<file path="config.mk">
export PLATFORM = sky130hd
export DESIGN_NAME = bank_scan_controller_flat
export DESIGN_NICKNAME = d
export VERILOG_FILES = /design/src/rtl/bank_scan_controller_if.sv /design/src/rtl/bank_scan_controller.sv /design/src/flat_wrapper.sv
export SDC_FILE = /design/constraint.sdc
export NUM_CORES = 1
export LEC_CHECK = 0
export ABC_CLOCK_PERIOD_IN_PS = 2100
export CORE_UTILIZATION = 30
export DETAILED_ROUTE_END_ITERATION = 10
export GPL_ROUTABILITY_DRIVEN = 0
export HOLD_SLACK_MARGIN = 0.06
export REMOVE_ABC_BUFFERS = 1
export SYNTH_ARGS = -nofsm -noshare
export SYNTH_HDL_FRONTEND = slang
export SYNTH_SLANG_ARGS = --single-unit
</file>
<file path="constraint.sdc">
create_clock -name clk -period 2.1 [get_ports clk]
set_clock_uncertainty 0.1 [all_clocks]
set_input_delay 0.42 -clock clk [delete_from_list [all_inputs] [get_ports clk]]
set_output_delay 0.42 -clock clk [all_outputs]
set_load 0.01 [all_outputs]
</file>
<file path="src/rtl/bank_scan_controller_if.sv">
// rtl/bank_scan_controller_if.sv - detector and payload stream signals of the bank scan controller
//
// Purpose: bundles the detector handshake (det_*) and the payload stream
// (out_*) so the controller and its environment connect through one port.
// Ports (master = controller side):
//   det_dat  in   decoded bit from detector
//   det_vld  in   qualifies det_dat, one cycle per bit
//   det_rst  out  detector reset; detector loads det_bank while high
//   det_bank out  bank select to detector, BW bits
//   out_dat  out  payload bit after preamble lock
//   out_vld  out  qualifies out_dat
interface bank_scan_controller_if #(
  parameter int BW = 2
);
  logic          det_dat;
  logic          det_vld;
  logic          det_rst;
  logic [BW-1:0] det_bank;
  logic          out_dat;
  logic          out_vld;

  modport master (
    input  det_dat, det_vld,
    output det_rst, det_bank, out_dat, out_vld
  );

  modport slave (
    output det_dat, det_vld,
    input  det_rst, det_bank, out_dat, out_vld
  );
endinterface

</file>
<file path="src/rtl/bank_scan_controller.sv">
// rtl/bank_scan_controller.sv - scans detector banks for a preamble and forwards the payload
//
// Purpose: steps the detector through BANKS frequency banks, giving each
// bank TIMEOUT cycles to deliver PREAMBLE; on a match it locks and forwards
// every following detector bit, otherwise it ends in FAIL.
// Ports:
//   clk     in   single clock, rising edge
//   rst     in   synchronous active-high reset
//   start   in   pulse; begins a scan from bank 0 (IDLE or FAIL only)
//   stop    in   pulse; aborts any activity and returns to IDLE
//   bus     master modport of bank_scan_controller_if (det_* / out_*)
//   locked  out  high in LOCKED
//   fail    out  high in FAIL
//   busy    out  high in ARM or SEARCH
module bank_scan_controller #(
  parameter int                 BANKS    = 4,
  parameter int                 PRE_LEN  = 6,
  parameter logic [PRE_LEN-1:0] PREAMBLE = 6'b101100,
  parameter int                 TIMEOUT  = 64
) (
  input  logic                      clk,
  input  logic                      rst,
  input  logic                      start,
  input  logic                      stop,
  bank_scan_controller_if.master    bus,
  output logic                      locked,
  output logic                      fail,
  output logic                      busy
);

  localparam int BW = (BANKS > 1) ? $clog2(BANKS) : 1;
  localparam int TW = (TIMEOUT > 1) ? $clog2(TIMEOUT) : 1;
  localparam int CW = $clog2(PRE_LEN + 1);

  typedef enum logic [2:0] {
    IDLE,
    ARM,
    SEARCH,
    LOCKED,
    FAIL
  } state_t;

  state_t               state_q, state_n;
  logic [BW-1:0]        bank_q, bank_n;
  logic [TW-1:0]        timer_q, timer_n;
  logic [PRE_LEN-1:0]   shift_q, shift_n;
  logic [CW-1:0]        cnt_q, cnt_n;
  logic                 out_dat_n, out_vld_n;
  logic                 match;

  // Match is judged on the bit arriving now, so the lock decision does not
  // wait for the bit to land in the shift register.
  assign match = bus.det_vld
              && (cnt_q >= CW'(PRE_LEN - 1))
              && ({shift_q[PRE_LEN-2:0], bus.det_dat} == PREAMBLE);

  always_ff @(posedge clk) begin
    if (rst) begin
      state_q <= IDLE;
      bank_q  <= '0;
      timer_q <= '0;
      shift_q <= '0;
      cnt_q   <= '0;
    end else begin
      state_q <= state_n;
      bank_q  <= bank_n;
      timer_q <= timer_n;
      shift_q <= shift_n;
      cnt_q   <= cnt_n;
    end
  end

  always_comb begin
    state_n   = state_q;
    bank_n    = bank_q;
    timer_n   = timer_q;
    shift_n   = shift_q;
    cnt_n     = cnt_q;
    out_vld_n = 1'b0;
    out_dat_n = bus.out_dat;

    unique case (state_q)
      IDLE, FAIL: begin
        if (start) begin
          state_n = ARM;
          bank_n  = '0;
        end
      end

      ARM: begin
        state_n = SEARCH;
        timer_n = '0;
        shift_n = '0;
        cnt_n   = '0;
      end

      SEARCH: begin
        timer_n = timer_q + TW'(1);
        if (bus.det_vld) begin
          shift_n = {shift_q[PRE_LEN-2:0], bus.det_dat};
          if (cnt_q != CW'(PRE_LEN)) begin
            cnt_n = cnt_q + CW'(1);
          end
        end
        // A match wins over a timeout landing on the same cycle.
        if (match) begin
          state_n = LOCKED;
        end else if (timer_q == TW'(TIMEOUT - 1)) begin
          if (int'(bank_q) < BANKS - 1) begin
            state_n = ARM;
            bank_n  = bank_q + BW'(1);
          end else begin
            state_n = FAIL;
          end
        end
      end

      LOCKED: begin
        if (bus.det_vld) begin
          out_vld_n = 1'b1;
          out_dat_n = bus.det_dat;
        end
      end

      default: begin
        state_n = IDLE;
      end
    endcase

    if (stop) begin
      state_n   = IDLE;
      bank_n    = '0;
      out_vld_n = 1'b0;
    end
  end

  // Outputs are registered from the next-state view so they line up with
  // the state they describe.
  always_ff @(posedge clk) begin
    if (rst) begin
      bus.det_rst  <= 1'b1;
      bus.det_bank <= '0;
      bus.out_dat  <= 1'b0;
      bus.out_vld  <= 1'b0;
      locked       <= 1'b0;
      fail         <= 1'b0;
      busy         <= 1'b0;
    end else begin
      bus.det_rst  <= (state_n == IDLE) || (state_n == ARM) || (state_n == FAIL);
      bus.det_bank <= bank_n;
      bus.out_dat  <= out_dat_n;
      bus.out_vld  <= out_vld_n;
      locked       <= (state_n == LOCKED);
      fail         <= (state_n == FAIL);
      busy         <= (state_n == ARM) || (state_n == SEARCH);
    end
  end

endmodule

</file>
<file path="src/flat_wrapper.sv">
// flat-port wrapper written by rule: the top's interface ports become plain ports
module bank_scan_controller_flat 
#(
  parameter int                 BANKS    = 4,
  parameter int                 PRE_LEN  = 6,
  parameter logic [PRE_LEN-1:0] PREAMBLE = 6'b101100,
  parameter int                 TIMEOUT  = 64
)
  (clk, rst, start, stop, locked, fail, busy, bus_det_dat, bus_det_vld, bus_det_rst, bus_det_bank, bus_out_dat, bus_out_vld);
  bank_scan_controller_if #(.BW(2)) bus_i ();
  input  logic clk;
  input  logic rst;
  input  logic start;
  input  logic stop;
  output logic locked;
  output logic fail;
  output logic busy;
  input wire logic [$bits(bus_i.det_dat)-1:0] bus_det_dat;
  input wire logic [$bits(bus_i.det_vld)-1:0] bus_det_vld;
  output wire logic [$bits(bus_i.det_rst)-1:0] bus_det_rst;
  output wire logic [$bits(bus_i.det_bank)-1:0] bus_det_bank;
  output wire logic [$bits(bus_i.out_dat)-1:0] bus_out_dat;
  output wire logic [$bits(bus_i.out_vld)-1:0] bus_out_vld;
  assign bus_i.det_dat = bus_det_dat;
  assign bus_i.det_vld = bus_det_vld;
  assign bus_det_rst = bus_i.det_rst;
  assign bus_det_bank = bus_i.det_bank;
  assign bus_out_dat = bus_i.out_dat;
  assign bus_out_vld = bus_i.out_vld;
  bank_scan_controller #(.BANKS(BANKS), .PRE_LEN(PRE_LEN), .PREAMBLE(PREAMBLE), .TIMEOUT(TIMEOUT)) u_core (.clk(clk), .rst(rst), .start(start), .stop(stop), .bus(bus_i), .locked(locked), .fail(fail), .busy(busy));
endmodule
</file>
Word-level counts from Yosys, hierarchy flattened. Index checks and enable logic that the tools add are counted.

$add $sub $neg: 3. Magnitude comparators: 2. Equality and inequality tests: 17. Mux-type cells: 18. Bitwise gates (word level): 1. Reduce and logical (&&, ||, !) cells: 16.

Operators with widths (count): 3-bit two-way mux (7); 3-bit by 2-bit equality test with 1-bit output, second input constant (4); 6-bit equality test, second input constant (2); 3-bit one-hot mux with 4 select lines (1); 6-bit one-hot mux with 2 select lines (1); 5-bit one-hot mux with 2 select lines (1); 2-bit two-way mux (4); 6-bit by 1-bit adder with 6-bit output, second input constant (1); 3-bit by 1-bit equality test with 1-bit output, second input constant (2); 3-bit equality test, second input constant (2); 3-bit zero test (2); 2-bit by 1-bit != test with 1-bit output, second input constant (3); 2-bit != test, second input constant (3); 3-bit one-hot mux with 2 select lines (1); 5-bit two-way mux (1); 5-bit AND reduction (1); 2-bit one-hot mux with 2 select lines (1); 2-bit AND reduction (2); 2-bit nonzero test (2); 2-bit OR reduction (2); 3-bit by 1-bit adder with 3-bit output, second input constant (1); 3-bit greater-or-equal comparator, second input constant (1); 1-bit logical OR (3); 3-bit != test, second input constant (1); 7 further kinds (8).

Register bits after elaboration: 25. Output and inout bits: 8. Word-level logic and storage cells: 68.

Depth between registers and ports, before layout. Gate-level depths: netlist of run 1.

Depth in word-level cells: 9. Gate-level depth with buffers: 6. Gate-level depth less buffers: 6.

Worst setup path after synthesis of run 1. Ideal clock, no wire load.

Path kind: register -> register. From: reg u_core.cnt_q[0]. To: reg u_core.cnt_q[2]. Library setup time: 0.070 ns. Data arrival time: 1.513 ns. Required time: 1.930 ns. Setup slack: 0.418 ns. Stages on the path, launching flop included: 7. Cells stage by stage: dfxtp_1 > inv_1 > ha_1 > and2_1 > o31a_1 > or4_1 > a21oi_1.

Cells in the longest elaborated chain, start to end: 4.

Ends and longest elaborated chain: from (decl) (RTL line bank_scan_controller.sv:47) `logic [CW-1:0] cnt_q, cnt_n;`; from (signal assigned) (RTL line bank_scan_controller.sv:69) `cnt_q <= cnt_n;`; 3-bit by 1-bit adder with 3-bit output (RTL line bank_scan_controller.sv:102) `cnt_n = cnt_q + CW'(1);`; 3-bit two-way mux (RTL line bank_scan_controller.sv:101) `if (cnt_q != CW'(PRE_LEN)) begin`; 3-bit two-way mux (RTL line bank_scan_controller.sv:99) `if (bus.det_vld) begin`; 3-bit one-hot mux with 2 select lines (RTL line bank_scan_controller.sv:82) `unique case (state_q)`.

Parallel ways exist; a longest one is shown, timed or not. The select of a mux whose other input is x is not followed. A chain may end at the register's enable or synchronous reset.

Final worst setup path of run 1. Ends and elaborated chain as after synthesis.

==> results of run 1 <==
sequential cells by signal, summed over array words and instances (netlist names):
name / cells
u_core.bank_q: 2
u_core.bus.det_rst: 1
u_core.bus.out_dat: 1
u_core.bus.out_vld: 1
u_core.busy: 1
u_core.cnt_q: 3
u_core.fail: 1
u_core.locked: 1
u_core.shift_q: 5
u_core.state_q: 3
u_core.timer_q: 6
tightest hold or removal path: cells and delay by family, from the launching register on:
kind             cells  cell delay (ns)
flip-flops           1             0.31
AO/OA/AOI/OAI        1             0.06
AND/OR/NAND/NOR      1             0.06
stage by stage:
stage	hold WS (ns)	power, mW	worst slack, ns
finish	0.374	0.816	0.246
global route	0.395	0.862	0.154
CTS	0.374	0.835	0.254
detailed placement	0.361	0.548	0.0125
global placement	0.359	0.547	0.0615
floorplan	0.334	0.518	0.418
metal layers:
| layer | vias to the layer above | wire length (um) | global-route usage, % |
|---|---|---|---|
| li1 | 575 | - | - |
| met1 | 535 | 1360 | 18.2 |
| met2 | 21 | 1160 | 20.7 |
| met3 | 2 | 103 | 3.62 |
| met4 | 0 | 21 | 4.26 |
| met5 | - | 0 | 0 |
synth_stat cells, types with 3 or more instances:
cell type / count
dfxtp_1: 25
a21oi_1: 19
nand2_1: 13
nor2_1: 10
nand3_1: 9
inv_1: 7
o21ai_0: 7
ha_1: 5
nand2b_1: 4
nor2b_1: 4
nor3_1: 4
buf_2: 3
mux2_2: 3
nor4_1: 3
how the worst min path moves through the flow:
stage | to | slack [ns]
after CTS | u_core.shift_q[4] | 0.37
after detailed placement | u_core.shift_q[1] | 0.36
final | u_core.shift_q[4] | 0.37
after global placement | u_core.shift_q[4] | 0.36
after floorplan | u_core.shift_q[1] | 0.33
after global routing | u_core.shift_q[1] | 0.40
cell families after synthesis:
group	Yosys count
DFF	25
and+or+nand+nor	62
muxes	4
buffers and inverters	13
AOI/OAI and AO/OA	39
adders and majority gates	5
area by class of cell:
class	instances	area [um^2]
multi-input combinational	110	681
clock inverter	1	5.00
sequential	25	500
fill	413	2290
tap	48	60.1
inverter	7	26.3
timing repair buffer	21	190
clock buffer	3	41.3
power by group through the flow:
stage          clock network [mW]  registers (mW)  logic, mW
6_report                    0.278           0.482     0.0559
3_5_place_dp                    0           0.493     0.0557
3_3_place_gp                    0           0.493     0.0549
2_1_floorplan                   0           0.494     0.0243
5_1_grt                     0.317           0.483     0.0623
4_1_cts                     0.298           0.482     0.0559
==> results.md, run 1 <==
- Clock insertion delay at the later pin of the skew report: 0.27 ns
- Most used DFF post-synth: dfxtp_1
- Reg2reg path depth: 6
- Max Cap Viol: 0
- Final WL: 2640 um
- Area Overhead vs Synth: 21.9%
- Slew of the pin with the lowest slew margin: 0.521 ns
- Endpoints failing setup: 0
- DR iter-0 viols: 71
- Clock-pin slew of the registers on the worst-case setup and hold paths: 0.09 ns
- CTS tree: yes
- WS Path Type: register to register
- Worst R2R Setup Slack: 0.25 ns
- I/O pin cnt: 14
- Switching pwr: 0.179 mW
- Setup tns final: 0 ns
- Crit-path leading delay family: simple AND/OR/NAND/NOR gates
- Layout cells sized above 1: 10.2%
- Clk buf depth: 2
- Leak: 0.532 nW
- DR pass1 iterations: 4
- Per-cell routed wire length: 12.3 um
- Critical Path End Type: register
- Util after Layout: 39.6%
- Placed Cells: 211
- Final Non-Filler Cells: 215
- Levels on crit path: 6
- PortBufs: 13
- H-tree depth: 1
- Worst path cell trace: inv_1, ha_1, and2_1, o31a_1, or4_1, a21oi_1
- Postcts setup bufs: 0
- Synth area leaders: dfxtp_1 41%, a21oi_1 7.7%, ha_1 5.1%
- Routed vias: 1133
- Post-DP Area: 1460 um^2
- Die width: 66.1 um
- Cell accounting for the most synthesized area: dfxtp_1
- Number of synthesized flops with an enable pin: 0
- Simple-gate portion of the synthesized area: 27.2%
- Combinational share of power: 6.9%
- Startpoint Class: register
- Syn avg cell area: 8.34 um^2
- Fin area: 1500 um^2
- Hold Crit Depth: 2
- Status: completed
- Period utilization: 88.3%
- Post-synth ARST share: 0%
- Largest net degree at the start of global routing: 18
- First-pass GRT wire length: 4550 um
- Clk sink count: 25
- Clk root buf: clkbuf_8
- Unique masters post-synth: 38
- DP HPWL: 1970 um
- Crit path DAT: 1.96 ns
- Vert. Die Dim: 66.1 um
- Reg2reg start: u_core.cnt_q[0]
- Row Count: 22
- CTS Buf Count: 3
- Clk network pwr share: 34.1%
- Max_slew headroom: 65.2%
- Commonest non-fill, non-tap cell in the layout: dfxtp_1
- Multiplexer share of the synthesized area: 3.55%
- Antenna cell count: 0
- Routed Antenna Nets: 0
- Post-CTS sizing: 0
- Post-synthesis compound-gate area fraction: 19.4%
- CP max stage cell: dfxtp_1
- Seq cells post-synth: 25
- Max FO, Critical Path: 5
- Largest stage delay, worst path: 0.43 ns
- Switching fraction of total power: 21.9%
- Total GRT Usage: 13.5%
- Hold-fix buffers at CTS: 0
- Largest family of logic cells by synthesized area: simple AND/OR/NAND/NOR gates
- Register area share after synthesis: 40.6%
- Unrepaired setup endpoints after global routing: no
- Post-synthesis cell area: 1230 um^2
- Avg Vias per Cell: 5.27
- F_max: 539 MHz
- Synth Warn #: 0
- Slew Viols, Final: 0
- Initial Util: 32.5%
- Antenna violations before repair: 0
- Area share of fa/ha/maj cells after synthesis: 5.07%
- Commonest non-fill, non-tap cells in the layout: 25 x dfxtp_1, 19 x a21oi_1, 13 x nand2_1, 13 x clkdlybuf4s50_1, 10 x nor2_1
- Synth Instances: 148
- Hold crit path type: register to register
- Xor and xnor area share after synthesis: 0%
- Residual DRC: 0
- Vias in the first global route: 980
- Critical path buffers and inverters: 1
- Worst hold start: u_core.shift_q[4]
- CP required: 2.21 ns
- # nets final: 179
- P per Cell Area: 542 nW/um^2
- Die ar.: 4370 um^2
- Tmin final: 1.85 ns
- End point of the critical path: u_core.cnt_q[2]
- Seq pwr share: 59.1%
- Internal: 0.637 mW
- Setup crit start: u_core.cnt_q[0]
- VDD IR-drop max: 0.299 mV
- Core Region: 3800 um^2
- Final Hold Viols: 0
- Area fraction of the dominant cell type after synthesis: 40.6%
- Grt total ovfl: 0
- R2R Path End: u_core.cnt_q[2]
(Power assumes the default switching activity.)
==> inputs of run 2 (changes only) <==
MAX_ROUTING_LAYER = met4   (was unset)
==> run 2 against run 1 <==
Against the previous run: routed wire length fell by 0.23%; critical endpoint unchanged; sequential power barely moved; sequential share of layout area did not move; clock power is essentially flat; worst hold slack about the same; count of clock-buffer cells in the layout unchanged; critical path depth did not move; non-clock buffer count unchanged.
==> results.md, run 2 (same netlist as run 1, synthesis figures left out) <==
- Fin area: 1500 um^2 (unchanged)
- Max FO, Critical Path: 5 (unchanged)
- Vias in the first global route: 978 (-0.20%)
- Unrepaired setup endpoints after global routing: no
- Routed Antenna Nets: 0 (unchanged)
- H-tree depth: 1 (unchanged)
- Top reg by flops: u_core.timer_q
- Largest register FFs: 6 (unchanged)
- PortBufs: 13 (unchanged)
- Startpoint Class: register
- Postcts setup bufs: 0 (unchanged)
- Die ar.: 4370 um^2 (unchanged)
- Setup Slack @ Placement: 0.0125 ns (unchanged)
- Slew of the pin with the lowest slew margin: 0.514 ns (-0.00731 ns)
- F_max: 541 MHz (+0.36%)
- # nets final: 179 (unchanged)
- Vert. Die Dim: 66.1 um (unchanged)
- Hold-fix buffers at CTS: 0 (unchanged)
- Largest net degree at the start of global routing: 18 (unchanged)
- Period utilization: 88.0% (-0.32 points)
- Max Cap Viol: 0 (unchanged)
- Crit path DAT: 1.95 ns (about the same)
- Area Overhead vs Synth: 21.9% (unchanged)
- DP HPWL: 1970 um (unchanged)
- Slew Viols, Final: 0 (unchanged)
- I/O pin cnt: 14 (unchanged)
- Total GRT Usage: 13.9% (+0.36 points)
- DR iter-0 viols: 59 (-17%)
- Per-cell routed wire length: 12.2 um (-0.23%)
- DR pass1 iterations: 4 (unchanged)
- Final WL: 2630 um (-0.23%)
- Clk buf depth: 2 (unchanged)
- Row Count: 22 (unchanged)
- Hold crit path type: register to register
- Antenna violations before repair: 0 (unchanged)
- Clock insertion delay at the later pin of the skew report: 0.26 ns (about the same)
- Worst setup margin: 0.253 ns (+0.00673 ns)
- Post-DP Area: 1460 um^2 (unchanged)
- Total power: 0.814 mW (-0.14%)
- Critical Path End Type: register
- Core Region: 3800 um^2 (unchanged)
- P per Cell Area: 541 nW/um^2 (-0.14%)
- Commonest non-fill, non-tap cells in the layout: 25 x dfxtp_1, 19 x a21oi_1, 13 x nand2_1, 13 x clkdlybuf4s50_1, 10 x nor2_1
- Antenna cell count: 0 (unchanged)
- Post-CTS sizing: 0 (unchanged)
- Layout cells sized above 1: 10.2% (unchanged)
- Final Hold Viols: 0 (unchanged)
- Fill count: 413 (unchanged)
- Endpoints failing setup: 0 (unchanged)
- Tmin final: 1.85 ns (-0.00674 ns)
- Grt total ovfl: 0 (unchanged)
- Residual DRC: 0 (unchanged)
- CTS tree: yes
- WS Path Type: register to register
- CTS Buf Count: 3 (unchanged)
- Final Non-Filler Cells: 215 (unchanged)
- Clock-pin slew of the registers on the worst-case setup and hold paths: 0.09 ns (about the same)
- Max_slew headroom: 65.7% (+0.49 points)
- Die width: 66.1 um (unchanged)
- First-pass GRT wire length: 4550 um (unchanged)
- Routed vias: 1132 (-0.088%)
- Clk sink count: 25 (unchanged)
- Initial Util: 32.5% (unchanged)
- CP required: 2.21 ns (about the same)
- Placed Cells: 211 (unchanged)
- Status: completed
- VDD IR-drop max: 0.299 mV (about the same)
- Commonest non-fill, non-tap cell in the layout: dfxtp_1
- Setup tns final: 0 ns (unchanged)
- Avg Vias per Cell: 5.27 (about the same)
- Clk root buf: clkbuf_8
- Leak: 0.532 nW (unchanged)
- Top Registers: u_core.timer_q x6, u_core.shift_q x5
## run 2: cell counts in the layout (fill, tap and decap cells not counted)
Identical to the previous run, type by type.
## run 2: final cells by class
| type | count | area (um^2) | share of cell area [%] |
|---|---|---|---|
| multi-input cells | 110 | 681 | 45.3 |
| flip-flops and latches | 25 | 500 | 33.3 |
| repair buffers | 21 | 190 | 12.6 |
| well taps | 48 | 60.1 | 3.99 |
| clock buffers | 3 | 41.3 | 2.75 |
| inverters | 7 | 26.3 | 1.75 |
| clock inverters | 1 | 5.00 | 0.333 |
## run 2: critical path, stage by stage (launching register included)
cell     delay (ns)
dfxtp_1        0.42
inv_1          0.07
ha_1           0.19
and2_1         0.16
o31a_1         0.29
or4_1          0.41
a21oi_1        0.14
## run 2: worst paths after layout
kind                      from                 to  slack [ns]  cells past startpoint
max            u_core.cnt_q[0]    u_core.cnt_q[2]        0.25                      6
min          u_core.shift_q[2]  u_core.shift_q[3]        0.37                      2
max reg2reg    u_core.cnt_q[0]    u_core.cnt_q[2]        0.25                      6
min reg2reg  u_core.shift_q[2]  u_core.shift_q[3]        0.37                      2
## run 2: per-layer routing
layer / vias up / wire length (um) / GRT usage [%]
li1: 575 / - / -
met5: - / 0 / -
met3: 2 / 106 / 3.62
met1: 533 / 1350 / 18.2
met4: 0 / 22 / 4.26
met2: 22 / 1150 / 20.7
## run 2: stage by stage
step                      util (%)  hold slack (ns)
after floorplan                  -            0.334
after global placement        38.4            0.359
after detailed placement      38.4            0.361
after CTS                     39.6            0.374
after global routing          39.6            0.395
final                         39.6            0.374
## run 2: report_power, final
group | leakage (nW) | switching, mW | internal, mW | total, mW
sequential | 0.202 | 0.00447 | 0.477 | 0.482
clock | 0.0255 | 0.144 | 0.132 | 0.277
combinational | 0.304 | 0.0289 | 0.0269 | 0.0559
==> RTL edit (settings of run 2) <==
`TIMEOUT` is set to 64 in 2 places; all go to 32.
--- a/src/rtl/bank_scan_controller.sv
+++ b/src/rtl/bank_scan_controller.sv
@@ -18,3 +18,3 @@
   parameter logic [PRE_LEN-1:0] PREAMBLE = 6'b101100,
-  parameter int                 TIMEOUT  = 64
+  parameter int                 TIMEOUT  = 32
 ) (
--- a/src/flat_wrapper.sv
+++ b/src/flat_wrapper.sv
@@ -6,3 +6,3 @@
   parameter logic [PRE_LEN-1:0] PREAMBLE = 6'b101100,
-  parameter int                 TIMEOUT  = 64
+  parameter int                 TIMEOUT  = 32
 )
Function: no difference found for any inputs over 10 cycles, from zero or initial values and one cycle with rst high; that may be too few to reach the edited logic, so the function may still have changed.
==> RTL edit against run 2 <==
Worst setup slack better by 0.094 ns. Sequential power decreased by 4%. Register-to-register slack better by 0.12 ns. Area after synthesis shrank 2.8%. Count of clock-buffer cells in the layout grew 1. Global-route usage down 0.41 points. Utilization is 1.2 points lower. Design area is 4.4% lower. Synthesized cell count shrank 6.8%. Cell count shrank 7.4%. Routed wire length fell by 4.5%. Power grew 2.5%. Sequential cell count down 1.
==> RTL edit: results (changes against run 2) <==
Power
  – Leak: 0.5349 nW (+0.62%)
  – Pint: 654.3 µW (+2.8%)
  – Clk pwr: 310 µW (+12%)
  – Comb power: 60.4 µW (+8.1%)
  – Peak supply drop: 0.4548 mV (+52%)

Final layout
  – Seq/total area: 33.42% (+0.14 points)
  – Repair and plain buffers: 18 (-14%)
  – Inverters excl. clock: 4 (-3)
  – Multi-In Gates: 101 (-8.2%)
  – Clock buffer cells: 4 (+1)
  – Area of the multi-input gates: 659.4 µm² (-3.1%)
  – Filler cell count: 384 (-7.0%)
  – Biggest regs: u_core.shift_q (5), u_core.timer_q (5)
  – Share of cells above drive strength 1: 7.947% (-2.2 points)
  – Clk tree area frac: 3.829% (+0.75 points)
  – Final nets: 164 (-8.4%)

Route
  – Wire length on met2: 1.177 mm (+2.3%)
  – M1 wire length: 1.196 mm (-11%)
  – Metal3 WL: 96 µm (-9.4%)
  – Initial drt markers: 41 (-31%)
  – DR WL/cell: 12.63 µm (+3.2%)
  – Vias/cell: 5.271 (+0.12%)

Synthesis
  – Main area contributors after synthesis: dfxtp_1 40%, ha_1 6.3%, nand3_1 4.6%
  – Synth Area in Compound Gates: 19.10% (-0.27 points)
  – Synth cell count leaders: 24 x dfxtp_1, 12 x nand2_1, 11 x nand3_1
  – Async SR Flop Fraction: 0% (unchanged)
  – Post-synthesis xor/xnor area fraction: 0% (unchanged)
  – Mux share of post-synthesis cell area: 4.175% (+0.63 points)
  – Post-synthesis sequential area ratio: 40.08% (-0.48 points)
  – Adder-Cell Fraction of Synth Area: 6.263% (+1.2 points)

Clock tree
  – CTS sink cnt: 24 (-4.0%)

Setup path
  – Peak fanout along the critical path: 5 (unchanged)
  – Worst EP arrival: 1.82 ns (-0.13 ns)

Global route
  – First-pass GRT wire length: 4.340 mm (-4.7%)
  – Met3 usage: 3.646% (+0.025 points)
  – All-Layer GR Usage: 13.44% (-0.41 points)
  – GR Util met2: 20.75% (+0.084 points)
  – Vias in the first global route: 975 (-0.31%)
  – Grt met1 use: 16.65% (-1.6 points)
  – Initial antenna violation count: 0 (unchanged)
  – Largest net degree at the start of global routing: 17 (-1)

Status
  – Run status: completed

Placement
  – HPWL after DPL: 1.860 mm (-5.5%)
  – Number of I/O port buffers: 13 (unchanged)
  – Post-Place Setup Slack: 0.1054 ns (+0.09291 ns)

STA
  – Rel. slew slack: 65.06% (-0.64 points)
[RTL edit: cell types whose count changed after synthesis, moves of 3 or more]
| cell | change |
|---|---|
| mux2i_1 | +4 |
| a21oi_1 | -10 |
| nor3b_1 | +4 |
| a22oi_1 | +4 |
| inv_1 | -3 |
| mux2_2 | -3 |
| nand2b_1 | -3 |
[RTL edit: logic make-up after synthesis]
| kind of cell | count (synthesis) |
|---|---|
| AND/OR/NAND/NOR | 56 |
| AO/OA/AOI/OAI | 34 |
| flip-flops | 24 |
| buffers and inverters | 13 |
| adder cells (fa/ha/maj) | 6 |
| multiplexers | 5 |
[RTL edit: final timing paths]
path / from / to / slack [ns] / cells after the start
setup / recovery: bus_det_vld / u_core.bus.det_rst / 0.35 / 5
hold / removal: u_core.shift_q[4] / u_core.shift_q[4] / 0.37 / 2
setup reg to reg: u_core.timer_q[0] / u_core.bank_q[1] / 0.37 / 6
hold reg to reg: u_core.shift_q[4] / u_core.shift_q[4] / 0.37 / 2
[RTL edit: through the flow]
| step | hold WS, ns | power (mW) | instances | area, µm² |
|---|---|---|---|---|
| 2_1_floorplan | 0.3345 | 0.5014 | 129 | 1155 |
| 3_3_place_gp | 0.3581 | 0.5340 | 195 | 1383 |
| 3_5_place_dp | 0.3618 | 0.5350 | 195 | 1383 |
| 4_1_cts | 0.3745 | 0.8504 | 199 | 1438 |
| 5_1_grt | 0.3864 | 0.8779 | 199 | 1438 |
| 6_report | 0.3704 | 0.8349 | 199 | 1438 |
[RTL edit: worst max-delay path, stage by stage]
cell             delay (ns)
clkdlybuf4s50_1        0.55
and4b_1                0.23
o311ai_2               0.15
or2_1                  0.28
a21o_1                 0.18
